==> config.mk <==
export PLATFORM = sky130hd
export DESIGN_NAME = norm_shift_unit
export DESIGN_NICKNAME = d
export VERILOG_FILES = /design/src/rtl/norm_pkg.sv /design/src/rtl/norm_detect.sv /design/src/rtl/norm_shift_unit.sv
export SDC_FILE = /design/constraint.sdc
export NUM_CORES = 1
export LEC_CHECK = 0
export BUFFER_PORTS_ARGS = -buffer_cell sky130_fd_sc_hd__clkbuf_2
export CAP_MARGIN = 20
export CORE_ASPECT_RATIO = 1.75
export CORE_MARGIN = 1
export CORE_UTILIZATION = 58
export CTS_BUF_LIST = sky130_fd_sc_hd__clkbuf_8 sky130_fd_sc_hd__clkbuf_16
export DETAILED_ROUTE_END_ITERATION = 8
export PLACE_DENSITY_LB_ADDON = 0.1
export SYNTH_ARGS = -nofsm -noshare
export SYNTH_HDL_FRONTEND = slang
export SYNTH_SLANG_ARGS = --single-unit
==> constraint.sdc <==
create_clock -name clk -period 4.6 [get_ports clk]
set_input_delay 0.92 -clock clk [delete_from_list [all_inputs] [get_ports clk]]
set_output_delay 0.92 -clock clk [all_outputs]
set_load 0.005 [all_outputs]
==> src/rtl/norm_pkg.sv <==
// norm_pkg: shared FSM states and default sizes for the normaliser.
package norm_pkg;
  localparam int WIDTH_D = 32;
  localparam int CNT_W_D = 5;
  localparam int STEP4 = 4;
  typedef enum logic [1:0] {IDLE = 2'd0, SHIFT = 2'd1, DONE = 2'd2} state_t;
endpackage

==> src/rtl/norm_detect.sv <==
// norm_detect: normalised / 4-bit-step test on the top five bits of the working register.
module norm_detect (
  input  logic [4:0] w_top,
  input  logic       signed_mode,
  output logic       is_norm,
  output logic       can_step4
);
  assign is_norm = signed_mode ? (w_top[4] ^ w_top[3]) : w_top[4];
  assign can_step4 = !is_norm && (signed_mode ? (&w_top || ~|w_top) : ~|w_top[4:1]);
endmodule

==> src/rtl/norm_shift_unit.sv <==
// norm_shift_unit: multi-cycle left normaliser (clz / cls); NORM_STEP4_EN enables 4-bit fast steps.
module norm_shift_unit
  import norm_pkg::*;
#(
  parameter int WIDTH = WIDTH_D,
  parameter int CNT_W = CNT_W_D
) (
  input  logic             clk,
  input  logic             rst_n,
  input  logic             start,
  input  logic             signed_mode,
  input  logic [WIDTH-1:0] operand,
  output logic             busy,
  output logic             done,
  output logic [WIDTH-1:0] norm_out,
  output logic [CNT_W-1:0] sh_amt_out,
  output logic             zero_flag
);
`ifdef NORM_STEP4_EN
  localparam bit STEP4_ON = 1'b1;
`else
  localparam bit STEP4_ON = 1'b0;
`endif
  state_t state, state_nx;
  logic [WIDTH-1:0] w;
  logic [CNT_W-1:0] cnt;
  logic mode, is_norm, can_step4, step4;
  norm_detect u_detect (
    .w_top(w[WIDTH-1 -: 5]),
    .signed_mode(mode),
    .is_norm(is_norm),
    .can_step4(can_step4)
  );
  assign step4 = STEP4_ON && can_step4;
  assign busy = state != IDLE;
  assign done = state == DONE;
  always_comb begin
    state_nx = state;
    state_nx = (state == IDLE) ? (start ? ((operand == '0) ? DONE : SHIFT) : IDLE) :
               (state == SHIFT) ? (is_norm ? DONE : SHIFT) : IDLE;
  end
  always_ff @(posedge clk or negedge rst_n) begin
    if (!rst_n) begin
      state <= IDLE;
      w <= '0;
      cnt <= '0;
      mode <= 1'b0;
      norm_out <= '0;
      sh_amt_out <= '0;
      zero_flag <= 1'b0;
    end else begin
      state <= state_nx;
      if (state == IDLE && start) begin
        w <= operand;
        cnt <= '0;
        mode <= signed_mode;
        if (operand == '0) begin
          norm_out <= '0;
          sh_amt_out <= '0;
          zero_flag <= 1'b1;
        end
      end else if (state == SHIFT) begin
        if (is_norm) begin
          norm_out <= w;
          sh_amt_out <= cnt;
          zero_flag <= 1'b0;
        end else if (step4) begin
          w <= w << STEP4;
          cnt <= cnt + CNT_W'(STEP4);
        end else begin
          w <= w << 1;
          cnt <= cnt + CNT_W'(1);
        end
      end
    end
  end
endmodule

==> results of run 1 <==
[power groups by stage]
stage                     Clock [mW]  Combinational, mW  Sequential [mW]
final                          0.464               1.12             1.19
after global routing           0.498               1.26             1.23
after CTS                      0.473               1.11             1.19
after detailed placement           0               1.11             1.20
after global placement             0               1.05             1.19
after floorplan                    0              0.799             1.16
[metal layers]
| metal | up-vias | part of all wire [%] |
|---|---|---|
| li1 | 1293 | - |
| met1 | 1350 | 42 |
| met2 | 80 | 51 |
| met3 | 12 | 4.5 |
| met4 | 0 | 2.2 |
| met5 | - | 0 |
[Yosys cell counts (2+ instances only)]
cell,n
and2_1,2
o21ai_0,37
nand4_1,4
nor4_1,8
clkbuf_1,8
dfrtp_1,78
a221o_1,29
nor2_1,4
o21ai_1,4
inv_1,3
buf_4,2
buf_2,16
nor3b_1,29
mux2i_1,4
nand2_1,80
[final cells by class]
class	instances	area share [%]
clock buffer	12	4.15
clock inverter	4	0.377
inverter	3	0.283
multi-input combinational	218	33.0
sequential	78	49.0
tap	76	2.39
timing repair buffer	80	10.7
[critical path: stages, from the launching register on]
cell	delay (ns)
dfrtp_1	0.44
and3b_1	0.25
nor3b_4	0.73
buf_4	0.55
nor3b_1	0.13
a221o_1	0.31
[worst paths after layout]
| kind | slack (ns) | end |
|---|---|---|
| setup / recovery | 2.05 | w[19] |
| hold / removal | 0.48 | zero_flag |
| setup reg to reg | 2.05 | w[19] |
| hold reg to reg | 0.48 | zero_flag |
| max in group asynchronous | 3.27 | norm_out[4] |
| min in group asynchronous | 0.72 | norm_out[28] |
[flip-flops by register name (all words and copies together) (netlist names)]
register    count
norm_out       32
w              32
cnt             5
sh_amt_out      5
state           2
mode            1
zero_flag       1
[logic make-up after synthesis]
group / Yosys count / synth area share, %
compound gates: 78 / 16.4
flops: 78 / 57.5
mux: 4 / 1.18
fa+ha+maj: 1 / 0.368
xor+xnor: 1 / 0.258
simple gates: 134 / 20.0
buf+inv: 30 / 4.35
[stage by stage]
stage,hold WS [ns],worst slack [ns],utilization (%)
global route,0.494,1.87,71.3
global placement,0.460,1.98,67.7
detailed placement,0.468,1.91,67.7
floorplan,0.459,2.55,-
CTS,0.484,2.03,70.9
finish,0.476,2.05,71.3
==> summary.md, run 1 <==
| Metric | Value |
|---|---|
| Outcome | finished clean |
| Logic pwr share | 40.3% |
| Commonest cells after routing, fill and taps aside | nand2_1 (80), dfrtp_1 (78), clkbuf_2 (74) |
| Critical path required time | 4.83 ns |
| Crit Path Category | reg -> reg |
| Clk Latency, worst-skew pair | 0.35 ns |
| Multi-input logic area | 1320 um^2 |
| Fin crit period | 2.55 ns |
| Filler cells | 461 |
| Final Cycle Share | 55.4% |
| Leak | 1.90 nW |
| Mapped Area | 3400 um^2 |
| Reg-to-Reg Start | w[30] |
| Clock-pin slew on the worst setup and hold paths | 0.07 ns |
| Register area | 1950 um^2 |
| Top_reg_cell synth | dfrtp_1 |
| Met1 usage | 32.5% |
| Commonest non-fill, non-tap cell in the layout | nand2_1 |
| Final setup TNS | 0 ns |
| CTS root buf | clkbuf_8 |
| Syn Nets | 363 |
| Switching power | 1.04 mW |
| Worst R2R Path Depth | 5 |
| GPL Wtd Cong | 0.781 |
| # resized after CTS | 0 |
| Setup bufs post-CTS | 0 |
| Peak Freq | 0.393 GHz |
| #FFs+latches synth | 78 |
| Final worst clock skew | 0.00260 ns |
| Crit path DAT | 2.78 ns |
| Initial Util | 60.8% |
| Die ar. | 6180 um^2 |
| Die height | 103 um |
| Post-route DRC | 0 |
| Post-CTS Hold Buffers | 0 |
| Count of final max-slew check failures | 0 |
| Final net count | 427 |
| # clock sinks | 78 |
| Largest net degree at the start of global routing | 79 |
| Maximum buffer depth of the clock tree | 2 |
| Number of enable flip-flop cells after synthesis | 0 |
| Synth Instances | 326 |
| Initial DRT Pass Iterations | 4 |
| Global-route wire length before repair | 12.1 mm |
| Synth top area share | 57.5% |
| Placed inst area | 3780 um^2 |
| Worst setup path startpoint | w[30] |
| Seq pwr share | 43.0% |
| Met2 track demand over resource | 44.6% |
| Slew @ Worst Pin | 0.958 ns |
| Register area share after synthesis | 57.5% |
| Post-route ant nets | 0 |
| Die Span X | 59.9 um |
| Switching share of power | 37.5% |
| Slew Limit Headroom | 36.1% |
| Total number of vias | 2735 |
| CTS tree | done |
| GR Layer Usage met3 | 6.47% |
| Layout cells sized above 1 | 25.3% |
| I/O Buffers | 75 |
| Synth warnings | 0 |
| Hold Path Class | reg -> reg |
| Rows | 36 |
| Nature of the critical path startpoint | register |
| Antenna violations before repair | 0 |
| Crit. End Element | register |
| # IOs | 76 |
| Via-per-instance ratio | 5.81 |
| RSZ-0062 raised after global routing | no |
| Post-Layout Cell Count | 471 |
| H-tree Lvls | 3 |
| WL per Instance | 16.3 um |
| Count of final setup violators | 0 |
| Core area | 5590 um^2 |
| Power Total | 2.78 mW |
| Total congestion overflow | 0 |
| Initial detailed-routing violation count | 138 |
| Fin. Hold Viols | 0 |
| GR Util All Layers | 26.9% |
| Vias in the first global route | 2631 |
| Pwr per Cell Area | 697 nW/um^2 |
| Maxcap violations | 0 |
| GRT busiest layer | met2 |
| Yosys cell types | 33 |
| Cells on Worst Hold Path | 1 |
| Ys async rst share | 100% |
| Synth top area cells | dfrtp_1 (57%), nand2_1 (8.8%), a221o_1 (8.5%) |
| Worst Hold Launch | zero_flag |
| Cell Count Post-Placement | 454 |
| DRT Wirelength | 7.66 mm |
| Peak supply drop | 480 uV |
| Syn avg cell area | 10.4 um^2 |
| Antenna diodes | 0 |
| CTS Buf Count | 9 |
| Cell taking the most area after synthesis | dfrtp_1 |
| Area growth, synth to finish | 17.2% |
| Post-route cell area | 3980 um^2 |
| Int Pwr | 1.73 mW |
| CP max FO | 46 |
| Part of the power in the clock network | 16.7% |
| Hpwl dp | 5.04 mm |
Power figures use the tool's default switching activity.
==> run 2: changes to the inputs <==
--- a/config.mk
+++ b/config.mk
@@ -5,11 +5,12 @@
 export SDC_FILE = /design/constraint.sdc
 export NUM_CORES = 1
 export LEC_CHECK = 0
+export ABC_AREA = 1
 export BUFFER_PORTS_ARGS = -buffer_cell sky130_fd_sc_hd__clkbuf_2
 export CAP_MARGIN = 20
 export CORE_ASPECT_RATIO = 1.75
 export CORE_MARGIN = 1
-export CORE_UTILIZATION = 58
+export CORE_UTILIZATION = 55
 export CTS_BUF_LIST = sky130_fd_sc_hd__clkbuf_8 sky130_fd_sc_hd__clkbuf_16
 export DETAILED_ROUTE_END_ITERATION = 8
 export PLACE_DENSITY_LB_ADDON = 0.1
==> constraint.sdc (replaced) <==
create_clock -name clk -period 2.7 [get_ports clk]
set_input_delay 0.54 -clock clk [delete_from_list [all_inputs] [get_ports clk]]
set_output_delay 0.54 -clock clk [all_outputs]
set_load 0.005 [all_outputs]
==> summary.md, run 2 <==
| Metric | Value |
|---|---|
| Peak Freq | 0.531 GHz (+35%) |
| Die Span X | 64.0 um (+6.9%) |
| Area growth, synth to finish | 17.6% |
| Hold slack final | 0.161 ns (-0.315 ns) |
| Rows | 39 (+8.3%) |
| Number of enable flip-flop cells after synthesis | 0 (unchanged) |
| Post-route DRC | 0 (unchanged) |
| #FFs+latches synth | 78 (unchanged) |
| Crit. End Element | register |
| Slew Limit Headroom | 49.6% (+14 points) |
| Fin. Hold Viols | 0 (unchanged) |
| Maximum buffer depth of the clock tree | 2 (unchanged) |
| Post-route ant nets | 0 (unchanged) |
| Final setup TNS | 0 ns (unchanged) |
| Pwr per Cell Area | 1160 nW/um^2 (+66%) |
| H-tree Lvls | 3 (unchanged) |
| Yosys cell types | 24 (-27%) |
| Via-per-instance ratio | 5.64 (-2.9%) |
| Final Cycle Share | 69.8% (+14 points) |
| Initial detailed-routing violation count | 205 (+49%) |
| Worst Setup Slack, final | 0.816 ns (-1.24 ns) |
| Syn avg cell area | 8.66 um^2 (-17%) |
| Hpwl dp | 6.12 mm (+21%) |
| Initial Util | 57.0% (-3.8 points) |
| Synth Instances | 427 (+31%) |
| Antenna diodes | 0 (unchanged) |
| Final net count | 530 (+24%) |
| Post-route cell area | 4350 um^2 (+9.3%) |
| Die ar. | 7070 um^2 (+14%) |
| Placed inst area | 4120 um^2 (+8.9%) |
| Post-CTS Hold Buffers | 0 (unchanged) |
| Synth top area cells | dfrtp_1 (53%), nand2_1 (6.6%), nand3_1 (6.4%) |
| Fin crit period | 1.88 ns (-0.663 ns) |
| Hold Path Class | in -> async |
| Outcome | finished clean |
| GR Util All Layers | 27.1% (+0.15 points) |
| # IOs | 76 (unchanged) |
| RSZ-0062 raised after global routing | no |
| DR WL met2 | 4.64 mm (+18%) |
| Clk Latency, worst-skew pair | 0.33 ns (-0.02 ns) |
| Largest net degree at the start of global routing | 45 (-43%) |
| Nature of the critical path startpoint | register |
| Syn Nets | 464 (+28%) |
| Vias in the first global route | 3218 (+22%) |
| CP max FO | 24 (-48%) |
| Met3 routed WL | 370 um (+6.6%) |
| Ys async rst share | 100% (unchanged) |
| Leak | 2.24 nW (+18%) |
| Most numerous cell in the Yosys netlist | dfrtp_1 |
| I/O Buffers | 75 (unchanged) |
| Initial DRT Pass Iterations | 4 (unchanged) |
| WL per Instance | 15.1 um (-6.8%) |
| DRT Wirelength | 8.71 mm (+14%) |
| Clock-pin slew on the worst setup and hold paths | 0.05 ns (-0.02 ns) |
| Crit path DAT | 2.10 ns (-0.68 ns) |
| # clock sinks | 78 (unchanged) |
| Register area share after synthesis | 52.8% (-4.7 points) |
| Setup bufs post-CTS | 0 (unchanged) |
| Commonest non-fill, non-tap cell in the layout | dfrtp_1 |
| Cell taking the most area after synthesis | dfrtp_1 |
| Antenna violations before repair | 0 (unchanged) |
| Reg-to-Reg Start | w[30] |
| Mapped Area | 3700 um^2 (+8.9%) |
| Die height | 110 um (+7.0%) |
| Layout cells sized above 1 | 23.3% (-2.0 points) |
| Top Registers | norm_out: 32 flops, w: 32 flops |
| Total number of vias | 3243 (+19%) |
| Post-layout util | 67.0% (-4.2 points) |
| Crit Path Category | reg -> reg |
| # resized after CTS | 0 (unchanged) |
| Post-placement setup slack | 0.827 ns (-1.08 ns) |
| CTS root buf | clkbuf_16 |
| Filler cells | 563 (+22%) |
| Maxcap violations | 0 (unchanged) |
| Count of final setup violators | 0 (unchanged) |
| Post-synth top cells | dfrtp_1 (78), nand2_1 (65), nand3_1 (47), inv_1 (37), nand4_1 (36) |
| Commonest cells after routing, fill and taps aside | dfrtp_1 (78), clkbuf_2 (74), nand2_1 (65) |
| Synth top area share | 52.8% (-4.7 points) |
| Global-route wire length before repair | 14.7 mm (+22%) |
| Top_reg_cell synth | dfrtp_1 |
| Critical path required time | 2.92 ns (-1.91 ns) |
| Slew @ Worst Pin | 0.754 ns (-0.205 ns) |
| Worst setup path startpoint | w[30] |
| Final worst clock skew | 0.00301 ns (+0.000411 ns) |
| Post-Layout Cell Count | 575 (+22%) |
| GPL Wtd Cong | 0.800 (+2.4%) |
| Peak supply drop | 691 uV (+44%) |
| Total congestion overflow | 0 (unchanged) |
| Cell Count Post-Placement | 564 (+24%) |
| Synth warnings | 0 (unchanged) |
| Power Total | 5.03 mW (+81%) |
| Core area | 6490 um^2 (+16%) |
| Met1 Wirelength | 3.43 mm (+6.8%) |
| CTS tree | done |
| CTS Buf Count | 9 (unchanged) |
| Max layer used | met4 |
| Count of final max-slew check failures | 0 (unchanged) |
[run 2: cell types whose count changed after synthesis, moves of 8 or more]
cell,previous run,this run
nor3_2,1,10
nand3_1,0,47
nand2_1,80,65
nor2_1,4,23
a221o_1,29,0
nand4_1,4,36
nor3b_1,29,1
nor4_1,8,0
o21ai_0,37,19
inv_1,3,37
nor3_1,0,22
a21oi_1,1,31
o21ai_1,4,15
[run 2: power breakdown]
part           leakage, nW  total [mW]  switching [mW]  internal, mW
logic                 1.11        2.13            1.41         0.719
registers             1.01        1.90           0.267          1.63
clock network        0.122        1.00           0.416         0.588
[run 2: kinds of logic (layout without fill, tap and decap cells)]
| group | Yosys count | in the layout | synth area share [%] |
|---|---|---|---|
| DFF | 78 | 78 | 52.8 |
| buffers and inverters | 72 | 138 | 9.03 |
| and+or+nand+nor | 210 | 210 | 28.9 |
| AOI/OAI and AO/OA | 66 | 66 | 9.00 |
| adders and majority gates | 1 | 1 | 0.338 |
[run 2: final timing paths]
kind                           endpoint  slack, ns  cells after the start
min in group clk                   mode       0.42                      3
max reg2reg                 norm_out[6]       0.82                      7
max                         norm_out[6]       0.82                      7
min                        norm_out[25]       0.16                      1
min reg2reg                   zero_flag       0.49                      2
max in group asynchronous   norm_out[6]       1.95                      2
[run 2: worst max-delay path, stage by stage, from the launching register on]
cell and delay (ns):
dfrtp_1 0.41, nand2_1 0.09, nand2_1 0.08, nand2_1 0.57, nand2_1 0.16, buf_4 0.28, nand3_1 0.12, nand2_1 0.05
[run 2: layout make-up]
cell class                 instances  area, um^2  share of cell area (%)
timing repair buffer              89         508                    11.7
sequential                        78        1950                    44.9
inverter                          38         143                    3.28
multi-input combinational        277        1410                    32.5
clock inverter                     2        7.51                   0.173
tap                               82         103                    2.36
clock buffer                       9         225                    5.18
[run 2: metal layers]
layer	vias up	GRT usage, %
li1	1581	-
met1	1553	31.5
met2	89	46.9
met3	20	3.82
met4	0	14.2
met5	-	0
==> run 3: changes to the inputs <==
--- a/config.mk
+++ b/config.mk
@@ -5,12 +5,12 @@
 export SDC_FILE = /design/constraint.sdc
 export NUM_CORES = 1
 export LEC_CHECK = 0
-export ABC_AREA = 1
+export ABC_AREA = 0
 export BUFFER_PORTS_ARGS = -buffer_cell sky130_fd_sc_hd__clkbuf_2
 export CAP_MARGIN = 20
 export CORE_ASPECT_RATIO = 1.75
 export CORE_MARGIN = 1
-export CORE_UTILIZATION = 55
+export CORE_UTILIZATION = 48
 export CTS_BUF_LIST = sky130_fd_sc_hd__clkbuf_8 sky130_fd_sc_hd__clkbuf_16
 export DETAILED_ROUTE_END_ITERATION = 8
 export PLACE_DENSITY_LB_ADDON = 0.1
==> constraint.sdc (replaced) <==
create_clock -name clk -period 1.6 [get_ports clk]
set_input_delay 0.32 -clock clk [delete_from_list [all_inputs] [get_ports clk]]
set_output_delay 0.32 -clock clk [all_outputs]
set_load 0.005 [all_outputs]
==> summary.md, run 3 (synthesis results as in run 1) <==
| Metric | Value |
|---|---|
| Outcome | finished with violations |
| Failing checks | negative setup slack |
| CP max stage cell | dfrtp_1 |
| Peak Freq | 0.596 GHz (+12%) |
| Pwr per Cell Area | 2080 nW/um^2 (+80%) |
| CTS root buf | clkbuf_16 |
| # IOs | 76 (unchanged) |
| Fin crit period | 1.68 ns (-0.205 ns) |
| Peak supply drop | 1320 uV (+91%) |
| H-tree Lvls | 3 (unchanged) |
| Count of final max-slew check failures | 0 (unchanged) |
| Maxcap violations | 0 (unchanged) |
| Die Span X | 65.6 um (+2.5%) |
| Slew Limit Headroom | 67.4% (+18 points) |
| Hold Path Class | in -> reg |
| Total number of vias | 2956 (-8.8%) |
| Antenna diodes | 0 (unchanged) |
| Post-route DRC | 0 (unchanged) |
| Critical path, cell by cell | and3b_2 -> nor3b_4 -> buf_6 -> buf_12 -> clkbuf_16 -> nor3b_1 -> a221o_1 |
| Layout cells sized above 1 | 36.7% (+13 points) |
| Hpwl dp | 5.61 mm (-8.3%) |
| Met1 Wirelength | 3.40 mm (-0.96%) |
| Vias in the first global route | 2972 (-7.6%) |
| Commonest non-fill, non-tap cell in the layout | nand2_1 |
| Largest net degree at the start of global routing | 42 (-6.7%) |
| Initial detailed-routing violation count | 259 (+26%) |
| GR Util All Layers | 25.4% (-1.7 points) |
| CTS tree | done |
| Maximum buffer depth of the clock tree | 2 (unchanged) |
| Max layer used | met4 |
| Clock-pin slew on the worst setup and hold paths | 0.06 ns (about the same) |
| Post-Layout Cell Count | 526 (-8.5%) |
| Area growth, synth to finish | 38.7% |
| Crit. End Element | register |
| Die height | 113 um (+2.5%) |
| Die ar. | 7430 um^2 (+5.1%) |
| Initial Util | 49.5% (-7.4 points) |
| CP peak stage delay | 0.38 ns (-0.19 ns) |
| Final worst clock skew | 0.00429 ns (+0.00128 ns) |
| Global-route wire length before repair | 14.1 mm (-4.1%) |
| Post-layout util | 68.7% (+1.7 points) |
| CP max FO | 6 (-75%) |
| WL per Instance | 16.3 um (+7.4%) |
| Nature of the critical path startpoint | register |
| Crit Path Category | reg -> reg |
| Top Registers | norm_out: 32 flops, w: 32 flops |
| Filler cells | 538 (-4.4%) |
| DRT Wirelength | 8.56 mm (-1.8%) |
| Slew @ Worst Pin | 0.485 ns (-0.269 ns) |
| Fin. Hold Viols | 0 (unchanged) |
| Post-route cell area | 4710 um^2 (+8.3%) |
| I/O Buffers | 75 (unchanged) |
| Register area | 1950 um^2 (unchanged) |
| Rows | 40 (+2.6%) |
| Worst Setup Slack, final | -0.0787 ns (-0.895 ns) |
| Critical path required time | 1.82 ns (-1.10 ns) |
| Core area | 6860 um^2 (+5.6%) |
| Total congestion overflow | 0 (unchanged) |
| Met3 routed WL | 343 um (-7.3%) |
| DR WL met2 | 4.57 mm (-1.4%) |
| Post-route ant nets | 0 (unchanged) |
| Placed inst area | 4160 um^2 (+0.94%) |
| RSZ-0062 raised after global routing | yes |
| Power Total | 9.80 mW (+95%) |
| Final Cycle Share | 105% (+35 points) |
| Initial DRT Pass Iterations | 4 (unchanged) |
| # clock sinks | 78 (unchanged) |
| Cell Count Post-Placement | 499 (-12%) |
| GPL Wtd Cong | 0.767 (-4.1%) |
| CTS Buf Count | 9 (unchanged) |
| Final setup TNS | -1.33 ns (-1.33 ns) |
| Crit path DAT | 1.90 ns (-0.20 ns) |
| Antenna violations before repair | 0 (unchanged) |
| Leak | 2.26 nW (+1.0%) |
| Count of final setup violators | 21 (+21) |
| Multi-input logic area | 1390 um^2 (-1.8%) |
| Clk Latency, worst-skew pair | 0.34 ns (about the same) |
| Commonest cells after routing, fill and taps aside | nand2_1 (80), dfrtp_1 (78), clkbuf_2 (74) |
| Via-per-instance ratio | 5.62 (-0.36%) |
| Final net count | 474 (-11%) |
-- run 3: cell type report --
| type | instances | share of cell area, % |
|---|---|---|
| flip-flops and latches | 78 | 41.4 |
| multi-input cells | 218 | 29.4 |
| repair buffers | 127 | 20.6 |
| clock buffers | 12 | 5.66 |
| well taps | 84 | 2.23 |
| clock inverters | 4 | 0.425 |
| inverters | 3 | 0.239 |
-- run 3: what timing repair did --
item	CTS	global route
setup buffers	5	1
setup endpoints to repair	23	72
pin swaps	4	2
endpoints found under the hold margin	18	0
gates resized for setup	7	17
hold buffers	1	0
gates cloned	2	3
-- run 3: worst paths after layout --
path	from	to	slack, ns	cells past startpoint
max in group asynchronous	rst_n	w[5]	0.67	3
setup reg to reg	w[30]	w[13]	-0.08	7
hold / removal	signed_mode	mode	0.21	3
hold reg to reg	zero_flag	zero_flag	0.49	1
min in group asynchronous	rst_n	w[28]	0.41	2
setup / recovery	w[30]	w[13]	-0.08	7
-- run 3: per-stage QoR --
stage	setup WS [ns]	hold slack (ns)
final	-0.0787	0.214
after global placement	-0.290	0.217
after detailed placement	-0.334	0.218
after global routing	-0.142	0.208
after CTS	-0.0408	0.208
after floorplan	0.111	0.0244
-- run 3: power by group --
part | switching, mW | total [mW] | internal, mW
registers | 0.563 | 3.42 | 2.85
clock network | 0.755 | 1.92 | 1.16
logic | 2.08 | 4.47 | 2.38
-- run 3: metal layers --
layer	vias up	GRT usage (%)
met2	79	43.4
li1	1393	-
met5	-	0
met3	17	5.34
met1	1467	30.3
met4	0	10.6
-- run 3: worst max-delay path, delay by kind of cell, from the launching register on --
| kind | cells | cell delay [ns] |
|---|---|---|
| AND/OR/NAND/NOR | 3 | 0.49 |
| buffers and inverters | 3 | 0.42 |
| flip-flops | 1 | 0.38 |
| AO/OA/AOI/OAI | 1 | 0.26 |
